--- src/rtl/fill_ctrl_pkg.sv ---
// fill_ctrl_pkg
// Shared encodings for the pill-bottling controller.
//   state_e : SETTING / RUNNING / PAUSED / DONE, as seen on state_o
//   fault_e : pause cause, as seen on fault_o
//   bcd_digit_inc : one BCD digit plus one, returns {carry, digit}
package fill_ctrl_pkg;

    localparam int BCD_W = 4;

    typedef enum logic [1:0] {
        ST_SETTING = 2'd0,
        ST_RUNNING = 2'd1,
        ST_PAUSED  = 2'd2,
        ST_DONE    = 2'd3
    } state_e;

    typedef enum logic [2:0] {
        FLT_NONE     = 3'd0,
        FLT_ESTOP    = 3'd1,
        FLT_HOPPER   = 3'd2,
        FLT_CONVEYOR = 3'd3,
        FLT_STALL    = 3'd4
    } fault_e;

    // Codes 9..15 all roll over to 0 with carry, so a corrupted digit heals.
    function automatic logic [BCD_W:0] bcd_digit_inc(input logic [BCD_W-1:0] d);
        logic [BCD_W:0] r;
        if (d >= 4'd9) begin
            r = {1'b1, 4'd0};
        end else begin
            r = {1'b0, d + 4'd1};
        end
        return r;
    endfunction

endpackage

--- src/rtl/bcd_counter_n.sv ---
// bcd_counter_n
// N-digit ripple-carry BCD counter with synchronous clear.
//   clk   : clock
//   clr   : synchronous clear, wins over inc
//   inc   : add one at the next edge
//   q     : registered count, digit0 in the LSBs
//   q_inc : combinational value of q+1 (lets the parent compare before committing)
module bcd_counter_n
    import fill_ctrl_pkg::*;
#(
    parameter int DIGITS = 3
) (
    input  logic                      clk,
    input  logic                      clr,
    input  logic                      inc,
    output logic [BCD_W*DIGITS-1:0]   q,
    output logic [BCD_W*DIGITS-1:0]   q_inc
);

    logic [BCD_W*DIGITS-1:0] cnt_q;
    logic [BCD_W*DIGITS-1:0] cnt_d;
    logic [BCD_W*DIGITS-1:0] inc_val_s;
    logic [BCD_W:0]          dig_s;
    logic                    carry_s;

    // Ripple the carry digit by digit to form count + 1.
    always_comb begin
        inc_val_s = cnt_q;
        carry_s   = 1'b1;
        dig_s     = '0;
        for (int i = 0; i < DIGITS; i++) begin
            if (carry_s) begin
                dig_s                    = bcd_digit_inc(cnt_q[BCD_W*i +: BCD_W]);
                inc_val_s[BCD_W*i +: BCD_W] = dig_s[BCD_W-1:0];
                carry_s                  = dig_s[BCD_W];
            end else begin
                inc_val_s[BCD_W*i +: BCD_W] = cnt_q[BCD_W*i +: BCD_W];
            end
        end
    end

    // Next count select.
    always_comb begin
        if (inc) begin
            cnt_d = inc_val_s;
        end else begin
            cnt_d = cnt_q;
        end
    end

    // Count register with synchronous clear.
    always_ff @(posedge clk) begin
        if (clr) begin
            cnt_q <= '0;
        end else begin
            cnt_q <= cnt_d;
        end
    end

    assign q     = cnt_q;
    assign q_inc = inc_val_s;

endmodule

--- src/rtl/bottle_fill_ctrl_p.sv ---
// bottle_fill_ctrl_p
// Pill-bottling controller: operator edits BCD targets with pos/inc keys,
// start runs the fill, pill pulses fill bottles, bottles fill a batch.
// External faults and a no-pill watchdog pause the run; start resumes.
//   clk_1khz, switch_clr          : clock, synchronous active-high reset
//   key_pos/key_inc/key_start     : operator keys (rising edge = event)
//   estop/hopper_empty/conveyor_stop : fault levels
//   pill_in                       : pill sensor (rising edge = one pill)
//   state_o, fault_o, position_o  : FSM state, pause cause, selected digit
//   tgt_pills_o, tgt_bottles_o    : BCD targets
//   pills_o, bottles_o            : BCD progress counts
//   beep_o                        : 2 Hz beeper while DONE
module bottle_fill_ctrl_p
    import fill_ctrl_pkg::*;
#(
    parameter int PILL_DIGITS   = 3,
    parameter int BOTTLE_DIGITS = 2,
    parameter int TICKS_PER_SEC = 1000,
    parameter int STALL_SECS    = 5
) (
    input  logic                           clk_1khz,
    input  logic                           switch_clr,
    input  logic                           key_pos,
    input  logic                           key_inc,
    input  logic                           key_start,
    input  logic                           estop,
    input  logic                           hopper_empty,
    input  logic                           conveyor_stop,
    input  logic                           pill_in,
    output logic [1:0]                     state_o,
    output logic [2:0]                     fault_o,
    output logic [2:0]                     position_o,
    output logic [BCD_W*PILL_DIGITS-1:0]   tgt_pills_o,
    output logic [BCD_W*BOTTLE_DIGITS-1:0] tgt_bottles_o,
    output logic [BCD_W*PILL_DIGITS-1:0]   pills_o,
    output logic [BCD_W*BOTTLE_DIGITS-1:0] bottles_o,
    output logic                           beep_o
);

    localparam int TOTAL_DIGITS = PILL_DIGITS + BOTTLE_DIGITS;
    localparam int PILL_W       = BCD_W * PILL_DIGITS;
    localparam int TGT_W        = BCD_W * TOTAL_DIGITS;
    localparam int WD_LIMIT     = STALL_SECS * TICKS_PER_SEC;
    localparam int WD_W         = $clog2(WD_LIMIT + 1);
    localparam int BEEP_HALF    = TICKS_PER_SEC / 4;
    localparam int BEEP_W       = $clog2(BEEP_HALF + 1);

    localparam logic [2:0]        POS_LAST  = 3'(TOTAL_DIGITS - 1);
    localparam logic [WD_W-1:0]   WD_ONE    = WD_W'(1);
    localparam logic [WD_W-1:0]   WD_MAX    = WD_W'(WD_LIMIT);
    localparam logic [BEEP_W-1:0] BEEP_ONE  = BEEP_W'(1);
    localparam logic [BEEP_W-1:0] BEEP_LAST = BEEP_W'(BEEP_HALF - 1);
    // Both targets reset to 1 (digit0 of each field).
    localparam logic [TGT_W-1:0]  TGT_RST   = TGT_W'(1) | (TGT_W'(1) << PILL_W);

    state_e              state_q, state_d;
    fault_e              fault_q, fault_d, fault_code_s;
    logic [2:0]          position_q, position_d;
    logic [TGT_W-1:0]    tgt_q, tgt_d;
    logic [WD_W-1:0]     wd_q, wd_d, wd_inc_s;
    logic [BEEP_W-1:0]   beep_cnt_q, beep_cnt_d;
    logic                beep_q, beep_d;
    logic                key_pos_q, key_inc_q, key_start_q, pill_q;
    logic                pos_rise_s, inc_rise_s, start_rise_s, pill_rise_s;
    logic                fault_any_s, targets_ok_s;
    logic                clear_counts_s, pill_inc_s, bottle_done_s;
    logic                pill_clr_s, bottle_clr_s;
    logic [BCD_W:0]      digit_inc_s;
    logic [PILL_W-1:0]               tgt_pills_s, pills_s, pills_inc_s;
    logic [TGT_W-PILL_W-1:0]         tgt_bottles_s, bottles_s, bottles_inc_s;

    assign tgt_pills_s   = tgt_q[PILL_W-1:0];
    assign tgt_bottles_s = tgt_q[TGT_W-1:PILL_W];
    assign pos_rise_s    = key_pos & ~key_pos_q;
    assign inc_rise_s    = key_inc & ~key_inc_q;
    assign start_rise_s  = key_start & ~key_start_q;
    assign pill_rise_s   = pill_in & ~pill_q;
    assign fault_any_s   = estop | hopper_empty | conveyor_stop;
    // BCD zero is all-zero bits, so a plain OR-reduce detects it.
    assign targets_ok_s  = (|tgt_pills_s) & (|tgt_bottles_s);
    assign wd_inc_s      = wd_q + WD_ONE;
    assign pill_clr_s    = switch_clr | clear_counts_s | bottle_done_s;
    assign bottle_clr_s  = switch_clr | clear_counts_s;

    // Pause cause priority: estop over hopper over conveyor.
    always_comb begin
        if (estop) begin
            fault_code_s = FLT_ESTOP;
        end else if (hopper_empty) begin
            fault_code_s = FLT_HOPPER;
        end else if (conveyor_stop) begin
            fault_code_s = FLT_CONVEYOR;
        end else begin
            fault_code_s = FLT_NONE;
        end
    end

    // FSM next state, target editing, watchdog and counter controls.
    always_comb begin
        state_d        = state_q;
        fault_d        = fault_q;
        position_d     = position_q;
        tgt_d          = tgt_q;
        wd_d           = wd_q;
        clear_counts_s = 1'b0;
        pill_inc_s     = 1'b0;
        bottle_done_s  = 1'b0;
        digit_inc_s    = '0;
        case (state_q)
            ST_SETTING: begin
                if (pos_rise_s) begin
                    if (position_q == POS_LAST) begin
                        position_d = 3'd0;
                    end else begin
                        position_d = position_q + 3'd1;
                    end
                end else begin
                    position_d = position_q;
                end
                // Edit uses the old position when pos and inc rise together.
                for (int i = 0; i < TOTAL_DIGITS; i++) begin
                    if (inc_rise_s && (position_q == 3'(i))) begin
                        digit_inc_s              = bcd_digit_inc(tgt_q[BCD_W*i +: BCD_W]);
                        tgt_d[BCD_W*i +: BCD_W] = digit_inc_s[BCD_W-1:0];
                    end else begin
                        tgt_d[BCD_W*i +: BCD_W] = tgt_q[BCD_W*i +: BCD_W];
                    end
                end
                if (start_rise_s && targets_ok_s) begin
                    state_d        = ST_RUNNING;
                    fault_d        = FLT_NONE;
                    clear_counts_s = 1'b1;
                    wd_d           = '0;
                end else begin
                    state_d = state_q;
                end
            end
            ST_RUNNING: begin
                if (fault_any_s) begin
                    // A pill arriving in the same cycle is deliberately lost.
                    state_d = ST_PAUSED;
                    fault_d = fault_code_s;
                end else if (pill_rise_s) begin
                    wd_d = '0;
                    if (pills_inc_s == tgt_pills_s) begin
                        bottle_done_s = 1'b1;
                        if (bottles_inc_s == tgt_bottles_s) begin
                            state_d = ST_DONE;
                        end else begin
                            state_d = state_q;
                        end
                    end else begin
                        pill_inc_s = 1'b1;
                    end
                end else if (wd_inc_s == WD_MAX) begin
                    state_d = ST_PAUSED;
                    fault_d = FLT_STALL;
                    wd_d    = '0;
                end else begin
                    wd_d = wd_inc_s;
                end
            end
            ST_PAUSED: begin
                if (start_rise_s && !fault_any_s) begin
                    state_d = ST_RUNNING;
                    fault_d = FLT_NONE;
                    wd_d    = '0;
                end else begin
                    state_d = state_q;
                end
            end
            ST_DONE: begin
                if (start_rise_s) begin
                    state_d        = ST_RUNNING;
                    fault_d        = FLT_NONE;
                    clear_counts_s = 1'b1;
                    wd_d           = '0;
                end else if (pos_rise_s) begin
                    state_d    = ST_SETTING;
                    position_d = 3'd0;
                end else begin
                    state_d = state_q;
                end
            end
            default: begin
                state_d = ST_SETTING;
                fault_d = FLT_NONE;
            end
        endcase
    end

    // Beeper: restart high on DONE entry, toggle every BEEP_HALF cycles.
    always_comb begin
        beep_d     = 1'b0;
        beep_cnt_d = '0;
        if (state_d == ST_DONE) begin
            if (state_q != ST_DONE) begin
                beep_d     = 1'b1;
                beep_cnt_d = '0;
            end else if (beep_cnt_q == BEEP_LAST) begin
                beep_d     = ~beep_q;
                beep_cnt_d = '0;
            end else begin
                beep_d     = beep_q;
                beep_cnt_d = beep_cnt_q + BEEP_ONE;
            end
        end else begin
            beep_d     = 1'b0;
            beep_cnt_d = '0;
        end
    end

    // Input history for rising-edge detection.
    always_ff @(posedge clk_1khz) begin
        if (switch_clr) begin
            key_pos_q   <= 1'b0;
            key_inc_q   <= 1'b0;
            key_start_q <= 1'b0;
            pill_q      <= 1'b0;
        end else begin
            key_pos_q   <= key_pos;
            key_inc_q   <= key_inc;
            key_start_q <= key_start;
            pill_q      <= pill_in;
        end
    end

    // Control state registers.
    always_ff @(posedge clk_1khz) begin
        if (switch_clr) begin
            state_q    <= ST_SETTING;
            fault_q    <= FLT_NONE;
            position_q <= 3'd0;
            tgt_q      <= TGT_RST;
            wd_q       <= '0;
            beep_q     <= 1'b0;
            beep_cnt_q <= '0;
        end else begin
            state_q    <= state_d;
            fault_q    <= fault_d;
            position_q <= position_d;
            tgt_q      <= tgt_d;
            wd_q       <= wd_d;
            beep_q     <= beep_d;
            beep_cnt_q <= beep_cnt_d;
        end
    end

    bcd_counter_n #(.DIGITS(PILL_DIGITS)) u_pill_cnt (
        .clk   (clk_1khz),
        .clr   (pill_clr_s),
        .inc   (pill_inc_s),
        .q     (pills_s),
        .q_inc (pills_inc_s)
    );

    bcd_counter_n #(.DIGITS(BOTTLE_DIGITS)) u_bottle_cnt (
        .clk   (clk_1khz),
        .clr   (bottle_clr_s),
        .inc   (bottle_done_s),
        .q     (bottles_s),
        .q_inc (bottles_inc_s)
    );

    assign state_o       = state_q;
    assign fault_o       = fault_q;
    assign position_o    = position_q;
    assign tgt_pills_o   = tgt_pills_s;
    assign tgt_bottles_o = tgt_bottles_s;
    assign pills_o       = pills_s;
    assign bottles_o     = bottles_s;
    assign beep_o        = beep_q;

endmodule
--- config.mk ---
export PLATFORM = sky130hd
export DESIGN_NAME = bottle_fill_ctrl_p
export DESIGN_NICKNAME = d
export VERILOG_FILES = /design/src/rtl/fill_ctrl_pkg.sv /design/src/rtl/bcd_counter_n.sv /design/src/rtl/bottle_fill_ctrl_p.sv
export SDC_FILE = /design/constraint.sdc
export NUM_CORES = 1
export LEC_CHECK = 0
export ABC_AREA = 1
export CORE_MARGIN = 2
export CORE_UTILIZATION = 58
export CTS_CLUSTER_DIAMETER = 200
export DETAILED_ROUTE_END_ITERATION = 7
export PLACE_DENSITY = 0.83
export SLEW_MARGIN = 5
export SYNTH_ARGS = -nofsm -noshare
export SYNTH_HDL_FRONTEND = slang
export SYNTH_SLANG_ARGS = --single-unit
--- constraint.sdc ---
create_clock -name clk_1khz -period 6.1 [get_ports clk_1khz]
set_input_delay 1.22 -clock clk_1khz [delete_from_list [all_inputs] [get_ports clk_1khz]]
set_output_delay 1.22 -clock clk_1khz [all_outputs]
set_load 0.05 [all_outputs]
# --- Word level (Yosys, flattened, before mapping) ---
# Index checks and enable logic that the tools add are counted.
op_classes:
  add_sub_neg: 13
  magnitude_cmp: 10
  n_reduce_logical: 24
  n_eq_ne: 22
  n_bitwise: 15
  n_mux: 59
op_table:
  columns: ["op", "count"]
  rows:
  - ["2-to-1 mux 13 bit", 6]
  - ["one-hot mux 13 bit (4 select lines)", 1]
  - ["adder 4 x 1 -> 4 bit, second input constant", 10]
  - ["greater-or-equal comparator 4 bit, second input constant", 10]
  - ["2-to-1 mux 4 bit", 10]
  - ["2-to-1 mux 3 bit", 10]
  - ["2-to-1 mux 2 bit", 12]
  - ["inequality test 2 bit, second input constant", 8]
  - ["2-to-1 mux 5 bit", 3]
  - ["adder 13 x 1 -> 13 bit, second input constant", 1]
  - ["equality test 13 bit, second input constant", 1]
  - ["2-to-1 mux 1 bit", 13]
  - ["equality test 12 bit", 1]
  - ["one-hot mux 3 bit (4 select lines)", 1]
  - ["OR reduction 12 bit", 1]
  - ["AND reduction 2 bit", 5]
  - ["adder 8 x 1 -> 8 bit, second input constant", 1]
  - ["equality test 8 bit", 1]
  - ["equality test 8 bit, second input constant", 1]
  - ["one-hot mux 2 bit (4 select lines)", 1]
  - ["AND reduction 4 bit", 2]
  - ["OR reduction 8 bit", 1]
  - ["logical AND 1 bit", 7]
  - ["equality test 2 bit, second input constant", 3]
  - ["18 further kinds", 33]
totals:
  wordCells: 160
  out_inout_bits: 49
  register_bits: 74
  in_bits: 9

# --- Logic depth before layout (Yosys ltp) ---
# Gate-level depths: netlist of the first run.
logic_depth:
  depth_word: 12
  ltp_mapped: 22
  ltp_nobuf: 22

# --- By module ---
# Synthesis of the first run repeated with hierarchy kept, for this count alone.
unflattened:
  cells_unflattened: 713
  area_unflattened_um2: 4804.6
modules_own_cells:
  columns: ["module", "cells_per_inst", "instances", "seq_area_each_um2", "area_each_um2"]
  rows:
  - ["bottle_fill_ctrl_p", 500, 1, 1081.0, 3393.3]
  - ["bcd_counter_n at u_pill_cnt", 131, 1, 240.2, 869.6]
  - ["bcd_counter_n at u_bottle_cnt", 82, 1, 160.2, 541.8]

# --- Worst setup path after synthesis of the first run ---
# Ideal clock, no wire load.
synth_path:
  kind: "register to register"
  from: "register u_pill_cnt.cnt_q[0], in the netlist u_pill_cnt.q[0]"
  to: "register u_pill_cnt.cnt_q[5], in the netlist u_pill_cnt.q[5]"
  synth_period_minus_slack_ns: 2.754
  arrival_time_ns: 2.627
  path_stages_with_launch: 16
  n_path_buf: 1
  setup_slack_ns: 3.346
  t_required_ns: 5.974
  setup_time_ns: 0.126
  cell_sequence: "dfxtp_1 -> inv_1 -> ha_1 -> a21oi_2 -> nand2_2 -> nand2_1 -> nand2_1 -> xor2_1 -> nand2_1 -> nor4_2 -> nand2_2 -> nand2_2 -> inv_2 -> buf_6 -> o21ai_0 -> a21oi_2"
synth_between:
  elab_chain_cells: 10
  elab_cells_between_ends: 16
  classes_between: "add/sub: 1; order compare: 1; eq/ne: 1; mux: 12; bitwise: 1"
synth_rtl:
  columns: ["element", "line", "source"]
  rows:
  - ["start, declared", "bcd_counter_n.sv:20", "logic [BCD_W*DIGITS-1:0] cnt_q;"]
  - ["start signal, assigned", "bcd_counter_n.sv:56", "cnt_q <= cnt_d;"]
  - ["greater-or-equal comparator 4 bit", "fill_ctrl_pkg.sv:28", "if (d >= 4'd9) begin"]
  - ["2-to-1 mux 5 bit (*)", "fill_ctrl_pkg.sv:28", null]
  - ["2-to-1 mux 1 bit", "bcd_counter_n.sv:32", "if (carry_s) begin"]
  - ["2-to-1 mux 4 bit", "bcd_counter_n.sv:32", null]
  - ["equality test 12 bit", "bottle_fill_ctrl_p.sv:145", "if (pills_inc_s == tgt_pills_s) begin"]
  - ["2-to-1 mux 1 bit", "bottle_fill_ctrl_p.sv:145", null]
  - ["2-to-1 mux 1 bit", "bottle_fill_ctrl_p.sv:143", "end else if (pill_rise_s) begin"]
  - ["2-to-1 mux 1 bit", "bottle_fill_ctrl_p.sv:139", "if (fault_any_s) begin"]
  - ["2-to-1 mux 1 bit", "bottle_fill_ctrl_p.sv:109", "case (state_q)"]
  - ["OR 1 bit", "bottle_fill_ctrl_p.sv:82", "assign pill_clr_s = switch_clr | clear_counts_s | bottle_done_s;"]
# Every way passes the cells marked *; elsewhere a longest branch is shown, timed or not.
# A chain may end at the register's enable or synchronous reset.

# --- Final worst setup path of the first run ---
layout_path:
  from: "input port key_start"
  to: "register wd_q[7]"
layout_between:
  elab_chain_cells: 4
  elab_cells_between_ends: 7
  classes_between: "eq/ne: 3; bitwise: 1; reduce/logical: 3"
layout_rtl:
  columns: ["element", "line", "source"]
  rows:
  - ["start, declared", "bottle_fill_ctrl_p.sv:25", "input logic key_start,"]
  - ["bitwise AND 1 bit (*)", "bottle_fill_ctrl_p.sv:76", "assign start_rise_s = key_start & ~key_start_q;"]
  - ["logical AND 1 bit, on equally long branches", "bottle_fill_ctrl_p.sv:164, bottle_fill_ctrl_p.sv:129", null]
  - ["inequality test 2 bit (no line)", null, null]
  - ["AND reduction 4 bit (no line) (*)", null, null]
  - ["end signal, assigned", "bottle_fill_ctrl_p.sv:243", "wd_q <= wd_d;"]
  - ["end, declared", "bottle_fill_ctrl_p.sv:60", "logic [WD_W-1:0] wd_q, wd_d, wd_inc_s;"]
# Marked as above.

==> metrics.txt, run 1 <==
result of the run=complete, no violations; routability congestion estimate from global placement=0.889; total overflow reported by the global router=0; global-route track usage on met2=44.3%; Leak Pwr=2.46 nW; floorplan die area=0.00908 sq mm; max-cap check violation count=0; mean post-synth cell area=6.81 sq um; total routing resource utilization after global routing=roughly a quarter; number of hold-repair buffers added at the cts stage=0; number of antenna violations at the first check in global routing=0; Worst setup EP type=flip-flop; via total after detailed routing=between 4k and 5k; clock skew=between 0.01 and 0.015 ns; Setup crit start kind=input pin; Worst Max-Slew Pin Slew=0.955 ns; setup repair after global routing missed its margin=false; initial standard-cell utilization of the core=59.4%; count of TritonRoute iterations in the first routing pass=5; largest family of logic cells by synthesized area=simple AND/OR/NAND/NOR gates; largest stage delay on the critical path=0.45 ns; number of post-CTS setup repair buffers=0; xor/xnor cell area share of the yosys netlist=around 3.6%; minimum hold slack=0.470 ns; adder-cell share of the synthesized area=11.7%; fraction of final layout cells sized beyond drive strength 1=7.61%; First DRT Iteration DRCs=287; Post-route DRC=0; number of nets produced by synthesis=763; met3 track demand over resource=3.72%; largest net degree at the start of global routing=26; clock latency at the later pin of the worst-skew pair=approximately 0.37 ns; Synth area leaders=dfxtp_1 31%, nand2_1 13%, ha_1 12%, inv_1 7.6%, a21oi_1 5.8%; Cell Count, Final, Fillers Out=880; Slew Limit Headroom=36.1%; number of buffers inserted during clock tree synthesis=9; Total Power Consumption=1.48 mW; clock tree from TritonCTS=yes; post-detailed-route via-to-cell ratio=5.39; area added between synthesis and finish=18.3%; global-route met1 utilization=34.3%; Critical Path Slowest Stage Cell=clkdlybuf4s50_1; sum of negative setup slack=0 ns; final count of negative-setup-slack endpoints=0; power density normalized to cell area=259 mW/mm^2; synthesized area=slightly below 0.005 sq mm; number of nets in the finished design=824; area fraction in and, or, nand and nor cells after synthesis=31.9%; footprint of the multi-input gates=0.00292 sq mm; multiplexer share of the synthesized area=0%; clock-pin slew on the worst setup and hold paths=0.08 ns; largest voltage drop on the vdd net=241 uV; count of final max-slew check failures=0; slack of the worst reg-to-reg path=~3.2 ns; cell class contributing the biggest share of worst-path delay=simple AND/OR/NAND/NOR gates; register area share after synthesis=between 30% and 40%; via count of the first global-routing pass=4455; area taken by flip-flops and latches=0.00148 sq mm; number of enable-type register cells in the synthesized netlist=0; Yosys top cell by area=dfxtp_1; IO Pins=58; Synth Register Bits=74; Crit path arrival time=between 3 and 4 ns; combined buffer and inverter count along the critical path=4; highest clock frequency the design can meet=0.275 GHz; Yosys Warn Count=0; wire per inst=~13 um; number of filler instances in the final layout=~700; die span in x=around 95 um; overall die height=95.3 um; clock period minus final worst setup slack=3.63 ns; busiest layer in global routing=met2; # rows=33; portion of synthesized cell area occupied by the leading cell type=30.7%; synthesized-area fraction occupied by ao, oa, aoi and oai cells=about an eighth; number of clock sinks=74; number of routed nets with antenna violations=0; required time of the critical path=approximately 6.4 ns; Worst Path Max Fanout=13; Worst Path Class, Setup=input pin to flip-flop; series of cell instances along the critical path=clkdlybuf4s50_1, inv_1, nor2_1, inv_1, o21ai_0, nand2_1, nor2_1, nand2_1, nor3_2, inv_1, nor2_2, nand2_1, a21oi_1; min-delay worst type=flip-flop to flip-flop; CTS resizes=0; Core Box Area=0.00813 sq mm; Antenna Diode Count=0; IO Port Bufs=57; wire length of the first global-routing pass=between 15000 and 20000 um; Placed Cells incl. Taps=approximately 860; count of different cell masters after synthesis=39; maximum buffer depth of the clock tree=2; fin crit share=59.6%; HPWL after detailed placement=8690 um; number of instances in the synthesized netlist=709; Final Util=a little over two thirds; Hold Vio Cnt, Final=0; leading register cell type out of synthesis=dfxtp_1; Root Buffer=clkbuf_8; total wire length after detailed routing=11400 um; ys async rst share=0%; H-tree levels=3
-- cells in the mapped netlist, types with 5 or more instances --
cell / n
nand2_2: 12
dfxtp_1: 74
nand3_1: 48
nor2_2: 12
ha_1: 45
o21ai_0: 34
nand4_1: 9
nor2_1: 70
xor2_1: 18
nor3_1: 12
inv_1: 98
nand2_1: 173
a21oi_1: 56
clkbuf_1: 5
a21oi_2: 7
-- kinds of logic after synthesis --
family,count (synthesis)
AOI/OAI and AO/OA,113
and+or+nand+nor,349
buffers and inverters,108
DFF,74
xor gates and xnor gates,20
adders and majority gates,45
-- worst paths after layout --
kind / startpoint / to / cells past startpoint
setup / recovery: key_start / wd_q[7]$_SDFFE_PP0P_ / 13
hold / removal: fault_o[1]$_SDFFE_PP0P_ / fault_o[1]$_SDFFE_PP0P_ / 2
setup reg to reg: tgt_q[12]$_SDFFE_PP1P_ / wd_q[7]$_SDFFE_PP0P_ / 15
hold reg to reg: fault_o[1]$_SDFFE_PP0P_ / fault_o[1]$_SDFFE_PP0P_ / 2
-- cell type report --
class	count	share of cell area, %
repair buffers	58	10.1
clock inverters	6	1.58
multi-input cells	527	51.1
inverters	100	6.57
clock buffers	10	2.41
well taps	105	2.30
flip-flops and latches	74	25.9
-- per-layer routing --
| metal | up-vias | routed length (um) |
|---|---|---|
| met4 | 0 | 162 |
| li1 | 2405 | - |
| met1 | 2194 | 5110 |
| met5 | - | 0 |
| met3 | 14 | 509 |
| met2 | 130 | 5590 |
-- cells in the final DEF, fill, tap and decap left out, types with 4 or more instances in the layout --
master,n
nand2_1,173
inv_1,98
dfxtp_1,74
nor2_1,70
clkdlybuf4s50_1,57
a21oi_1,56
nand3_1,48
ha_1,45
o21ai_0,34
xor2_1,18
nor2_2,12
nand2_2,12
nor3_1,12
clkbuf_8,10
nand4_1,9
a21oi_2,7
nor4_1,4
clkinvlp_4,4
-- report_power, final --
group / leakage (nW) / internal (mW) / total, mW / switching, mW
Clock: 0.101 / 0.241 / 0.445 / 0.204
Combinational: 1.76 / 0.153 / 0.482 / 0.329
Sequential: 0.599 / 0.515 / 0.554 / 0.0391
Total: 2.46 / 0.909 / 1.48 / 0.571
-- state kept, by name, indices dropped and copies added, names as in the netlist, 2 cells and up --
register / flops
fault_o: 3
wd_q: 13
beep_cnt_q: 8
u_bottle_cnt.q: 8
position_o: 3
tgt_q: 20
state_o: 2
u_pill_cnt.q: 12
-- per-stage QoR --
| step | cell area (sq um) | setup slack [ns] |
|---|---|---|
| final | 5720 | 2.47 |
| after global routing | 5720 | 2.13 |
| after CTS | 5720 | 2.55 |
| after detailed placement | 5490 | 2.16 |
| after global placement | 5490 | 2.41 |
| after floorplan | 4830 | 3.35 |
-- worst reg2reg max path, cell delays in order (launching register included) --
cell,delay [ns]
dfxtp_1,0.44
inv_1,0.13
ha_1,0.21
inv_1,0.08
nor4_1,0.05
nand3_1,0.13
o311ai_1,0.14
nand2_1,0.11
inv_1,0.06
nor2_1,0.18
nand2_1,0.32
nor3_2,0.41
inv_1,0.10
nor2_2,0.24
nand2_1,0.08
a21oi_1,0.14
Power figures use the tool's default switching activity.
==> run 2, diff against run 1 <==
CORE_UTILIZATION = 57   (was 58)
PLACE_DENSITY = 0.81   (was 0.83)
clock period = 3.62 ns   (was 6.1 ns; I/O delays follow)
==> run 2 against run 1 <==
Compared with the run above: final cell count increased by 0.45%; first-iteration DRC count down 32%; setup slack lost 1.7 ns; sequential cell count is the same; die area is 1.7% higher; via count decreased by 1.5%; sequential power rose by 69%; clock-buffer cell count did not move; final area about the same; critical path type unchanged; critical endpoint is now wd_q[1]$_SDFFE_PP0P_; largest cell class unchanged.
==> metrics.txt, run 2 (synthesis results as in run 1) <==
Critical Path Slowest Stage Cell=clkdlybuf4s50_1; cell class contributing the biggest share of worst-path delay=simple AND/OR/NAND/NOR gates; largest voltage drop on the vdd net=385 uV; Worst setup EP type=flip-flop; IO Port Bufs=between 50 and 60; setup repair after global routing missed its margin=false; Leak Pwr=2.47 nW; count of TritonRoute iterations in the first routing pass=6; sum of negative setup slack=0 ns; number of antenna violations at the first check in global routing=0; CTS resizes=0; clock latency at the later pin of the worst-skew pair=0.36 ns; Root Buffer=clkbuf_8; floorplan die area=approximately 0.0092 sq mm; maximum buffer depth of the clock tree=2; Worst Max-Slew Pin Slew=0.529 ns; overall die height=96.1 um; via total after detailed routing=4673; clock skew=0.0129 ns; Reg with most FFs=tgt_q; Antenna Diode Count=0; Post-route DRC=0; flip-flop count of the largest register after layout=20; final count of negative-setup-slack endpoints=0; routability congestion estimate from global placement=about 0.9; clock period minus final worst setup slack=2.88 ns; total overflow reported by the global router=0; post-detailed-route via-to-cell ratio=5.29; required time of the critical path=3.90 ns; die span in x=slightly below 100 um; post-route cell area=between 0.005 and 0.006 sq mm; Crit path arrival time=roughly 3.2 ns; wire length of the first global-routing pass=18100 um; number of hold-repair buffers added at the cts stage=0; Setup crit start kind=input pin; HPWL after detailed placement=8470 um; number of post-CTS setup repair buffers=0; H-tree levels=3; most common cell after layout, fill and taps aside=nand2_1; clock tree from TritonCTS=yes; Core Box Area=0.00822 sq mm; wire per inst=around 13 um; min-delay worst type=flip-flop to flip-flop; count of final max-slew check failures=0; Worst Path Max Fanout=13; fin crit share=79.6%; IO Pins=58; total wire length after detailed routing=around 11000 um; max-cap check violation count=0; combined buffer and inverter count along the critical path=4; fraction of final layout cells sized beyond drive strength 1=about 8%; largest net degree at the start of global routing=18; number of clock sinks=between 70 and 80; series of cell instances along the critical path=clkdlybuf4s50_1, inv_1, nor2_1, inv_1, o21ai_0, nand2_1, nor2_1, nand2_1, nor3_2, inv_1, nor2_2, nand2_1, a21oi_1; number of nets in the finished design=828; DP Area=between 0.005 and 0.006 sq mm; most used cells in the layout excluding fill and tap cells=173 x nand2_1, 98 x inv_1, 74 x dfxtp_1; via count of the first global-routing pass=4157; area added between synthesis and finish=18.2%; result of the run=complete, no violations; # rows=33; Slew Limit Headroom=between 60 and 70%; number of routed nets with antenna violations=0; highest clock frequency the design can meet=0.347 GHz; power density normalized to cell area=422 mW/mm^2; First DRT Iteration DRCs=195; clock-pin slew on the worst setup and hold paths=0.08 ns; largest stage delay on the critical path=0.46 ns; Worst Path Class, Setup=input pin to flip-flop; initial standard-cell utilization of the core=about 60%; number of buffers inserted during clock tree synthesis=9; total routing resource utilization after global routing=approximately 25%; Hold Vio Cnt, Final=0
## run 2: cell type report
type | instances | area [sq um]
clock buffer | 10 | 128
clock inverter | 6 | 66.3
fill | 732 | 2500
inverter | 100 | 375
multi-input combinational | 527 | 2920
sequential | 74 | 1480
tap | 105 | 131
timing repair buffer | 62 | 608
## run 2: final timing paths
check,from,end,slack (ns),cells after the start
max,key_start,wd_q[1]$_SDFFE_PP0P_,0.74,13
min reg2reg,beep_cnt_q[0]$_SDFF_PP0_,beep_cnt_q[0]$_SDFF_PP0_,0.48,1
max reg2reg,tgt_q[12]$_SDFFE_PP1P_,wd_q[1]$_SDFFE_PP0P_,0.90,15
min,beep_cnt_q[0]$_SDFF_PP0_,beep_cnt_q[0]$_SDFF_PP0_,0.48,1
## run 2: worst reg2reg max path, cell delays in order (launching register included)
cell and delay, ns:
dfxtp_1 0.47, inv_1 0.14, ha_1 0.21, inv_1 0.07, nor4_1 0.05, nand3_1 0.11, o311ai_1 0.15, nand2_1 0.11
inv_1 0.06, nor2_1 0.19, nand2_1 0.31, nor3_2 0.22, inv_1 0.07, nor2_2 0.22, nand2_1 0.11, a21oi_1 0.15
## run 2: stage by stage
stage	instances	hold slack (ns)	utilization (%)	power [mW]	setup slack (ns)
floorplan	709	0.443	-	1.54	0.866
CTS	884	0.486	69.5	2.41	0.736
global route	884	0.510	69.5	2.53	0.526
finish	884	0.482	69.5	2.41	0.739
global placement	868	0.459	67.2	1.74	0.622
detailed placement	868	0.466	67.2	1.76	0.412
## run 2: report_power, final
group / switching, mW / total [mW] / internal, mW
Combinational: 0.547 / 0.811 / 0.265
Clock: 0.340 / 0.660 / 0.320
Sequential: 0.0692 / 0.937 / 0.868
Total: 0.955 / 2.41 / 1.45
## run 2: routing by layer
layer,up-vias,track usage (%),part of all wire [%]
li1,2411,-,-
met1,2110,30.9,45
met2,130,41.8,48
met3,22,4.93,5.1
met4,0,10.0,2.0
met5,-,0,0
==> run 3, diff against run 2 <==
clock period = 2.85 ns   (was 3.62 ns; I/O delays follow)
==> run 3 against run 2 <==
Compared with the run above: setup slack worse by 0.59 ns; register-to-register slack got worse by 0.75 ns; final cell count up 4.0%; combinational power is 45% higher; largest cell class unchanged; power up 35%; non-clock buffer count is 35 higher; critical path type is now flip-flop to flip-flop; sequential share of layout area fell by 1.4 points; via count rose by 3.6%; critical path depth grew 1; die area is the same.
==> metrics.txt, run 3 (synthesis results as in run 1) <==
number of filler instances in the final layout=657; number of routed nets with antenna violations=0; area taken by flip-flops and latches=0.00148 sq mm; count of final max-slew check failures=0; # rows=33; footprint of the multi-input gates=0.00297 sq mm; clock latency at the later pin of the worst-skew pair=0.36 ns; power density normalized to cell area=538 mW/mm^2; min-delay worst type=flip-flop to flip-flop; result of the run=complete, no violations; most used cells in the layout excluding fill and tap cells=172 x nand2_1, 98 x inv_1, 72 x dfxtp_1; fraction of final layout cells sized beyond drive strength 1=12.8%; Crit path arrival time=2.98 ns; Worst R2R Path Depth=14; number of buffers inserted during clock tree synthesis=9; depth of the critical timing path with buffers and inverters included=14; Setup crit start kind=flip-flop; cell class contributing the biggest share of worst-path delay=simple AND/OR/NAND/NOR gates; Crit path top cell by count=inv_1; wire length of the first global-routing pass=approximately 20000 um; Worst setup EP type=flip-flop; minimum hold slack=a little under 0.5 ns; routability congestion estimate from global placement=0.920; required time of the critical path=3.14 ns; Hold Path Cell Cnt=2; H-tree levels=3; Hold Vio Cnt, Final=0; flip-flop count of the largest register after layout=20; count of TritonRoute iterations in the first routing pass=5; initial standard-cell utilization of the core=58.8%; Worst Path Class, Setup=flip-flop to flip-flop; Slew Limit Headroom=65.1%; Critical Path Slowest Stage Cell=dfxtp_2; Worst Max-Slew Pin Slew=between 0.5 and 0.6 ns; IO Port Bufs=57; number of clock sinks=74; clock-pin slew on the worst setup and hold paths=0.09 ns; Root Buffer=clkbuf_8; total routing resource utilization after global routing=27.6%; clock skew=0.0145 ns; Post-route DRC=0; clock period minus final worst setup slack=2.70 ns; largest net degree at the start of global routing=24; number of nets in the finished design=approximately 860; HPWL after detailed placement=9050 um; via total after detailed routing=roughly 4.8k; maximum buffer depth of the clock tree=2; Core Box Area=around 0.008 sq mm; total overflow reported by the global router=0; fin crit share=between 90% and 100%; total wire length after detailed routing=12100 um; die span in x=96.1 um; combined buffer and inverter count along the critical path=3; Antenna Diode Count=0; series of cell instances along the critical path=inv_1, ha_1, a21oi_4, nand2_2, o21bai_2, nand2_1, inv_1, nor2_1, buf_4, nor3b_1, nand4_1, nor2_4, o21ai_0, a21oi_1; most common cell after layout, fill and taps aside=nand2_1; First DRT Iteration DRCs=310; final count of negative-setup-slack endpoints=0; area added between synthesis and finish=25.0%; largest stage delay on the critical path=between 0.3 and 0.4 ns; largest voltage drop on the vdd net=between 300 and 400 uV; number of antenna violations at the first check in global routing=0; overall die height=96.1 um; wire per inst=13.2 um; post-detailed-route via-to-cell ratio=5.27; via count of the first global-routing pass=4578; Worst Path Max Fanout=10; Reg with most FFs=tgt_q; number of hold-repair buffers added at the cts stage=0; IO Pins=58; floorplan die area=0.00923 sq mm; clock tree from TritonCTS=yes; Leak Pwr=2.66 nW; Total Power Consumption=3.25 mW; max-cap check violation count=0; highest clock frequency the design can meet=0.371 GHz
run 3: cell count changes in the layout (fill, tap and decap cells not counted), moves of 2 or more:
| cell | change |
|---|---|
| buf_4 | +35 |
| clkinv_4 | +2 |
| clkinvlp_4 | -2 |
| dfxtp_1 | -2 |
| dfxtp_2 | +2 |
| nor2_1 | -2 |
| nor2_4 | +3 |
run 3: cell type report:
class                           count  area share, %
Clock inverter                      6           1.20
Timing Repair Buffer               97           14.4
Tap cell                          105           2.18
Clock buffer                       10           2.28
Sequential cell                    74           24.6
Inverter                          100           6.22
Multi-Input combinational cell    527           49.1
run 3: routing by layer:
metal	up-vias	track usage, %	wire (um)
li1	2484	-	-
met1	2216	35.0	5470
met2	122	47.6	5930
met3	17	5.09	582
met4	0	7.74	155
met5	-	0	0
run 3: what timing repair did:
item / 4_1_cts / 5_1_grt
resized for setup: 1 / 10
pin swaps: 0 / 1
buffers inserted: 0 / 1
endpoints found under the setup margin: 12 / 27
run 3: through the flow:
step           TNS (ns)  utilization [%]  std cells  area (sq um)  setup slack (ns)
2_1_floorplan         0                -        709          4830            0.0963
3_3_place_gp          0             70.3        902          5770           0.00528
5_1_grt          -0.147             73.5        919          6040           -0.0253
6_report              0             73.5        919          6040             0.152
3_5_place_dp      -1.15             70.3        902          5770            -0.167
4_1_cts               0             72.8        918          5990            0.0771
run 3: where the power goes:
part	leakage (nW)	internal, mW	switching [mW]
sequential	0.600	1.10	0.0856
clock	0.103	0.438	0.447
combinational	1.95	0.420	0.755
run 3: final timing paths:
check / start / to / slack (ns)
max: u_pill_cnt.q[0]$_SDFFE_PP0P_ / u_bottle_cnt.q[4]$_SDFFE_PP0P_ / 0.15
min: fault_o[1]$_SDFFE_PP0P_ / fault_o[1]$_SDFFE_PP0P_ / 0.48
max reg2reg: u_pill_cnt.q[0]$_SDFFE_PP0P_ / u_bottle_cnt.q[4]$_SDFFE_PP0P_ / 0.15
min reg2reg: fault_o[1]$_SDFFE_PP0P_ / fault_o[1]$_SDFFE_PP0P_ / 0.48
run 3: worst min-delay path, cell delays in order, from the launching register on:
cell and delay, ns:
dfxtp_1 0.32, nand2_1 0.06, a21oi_1 0.06
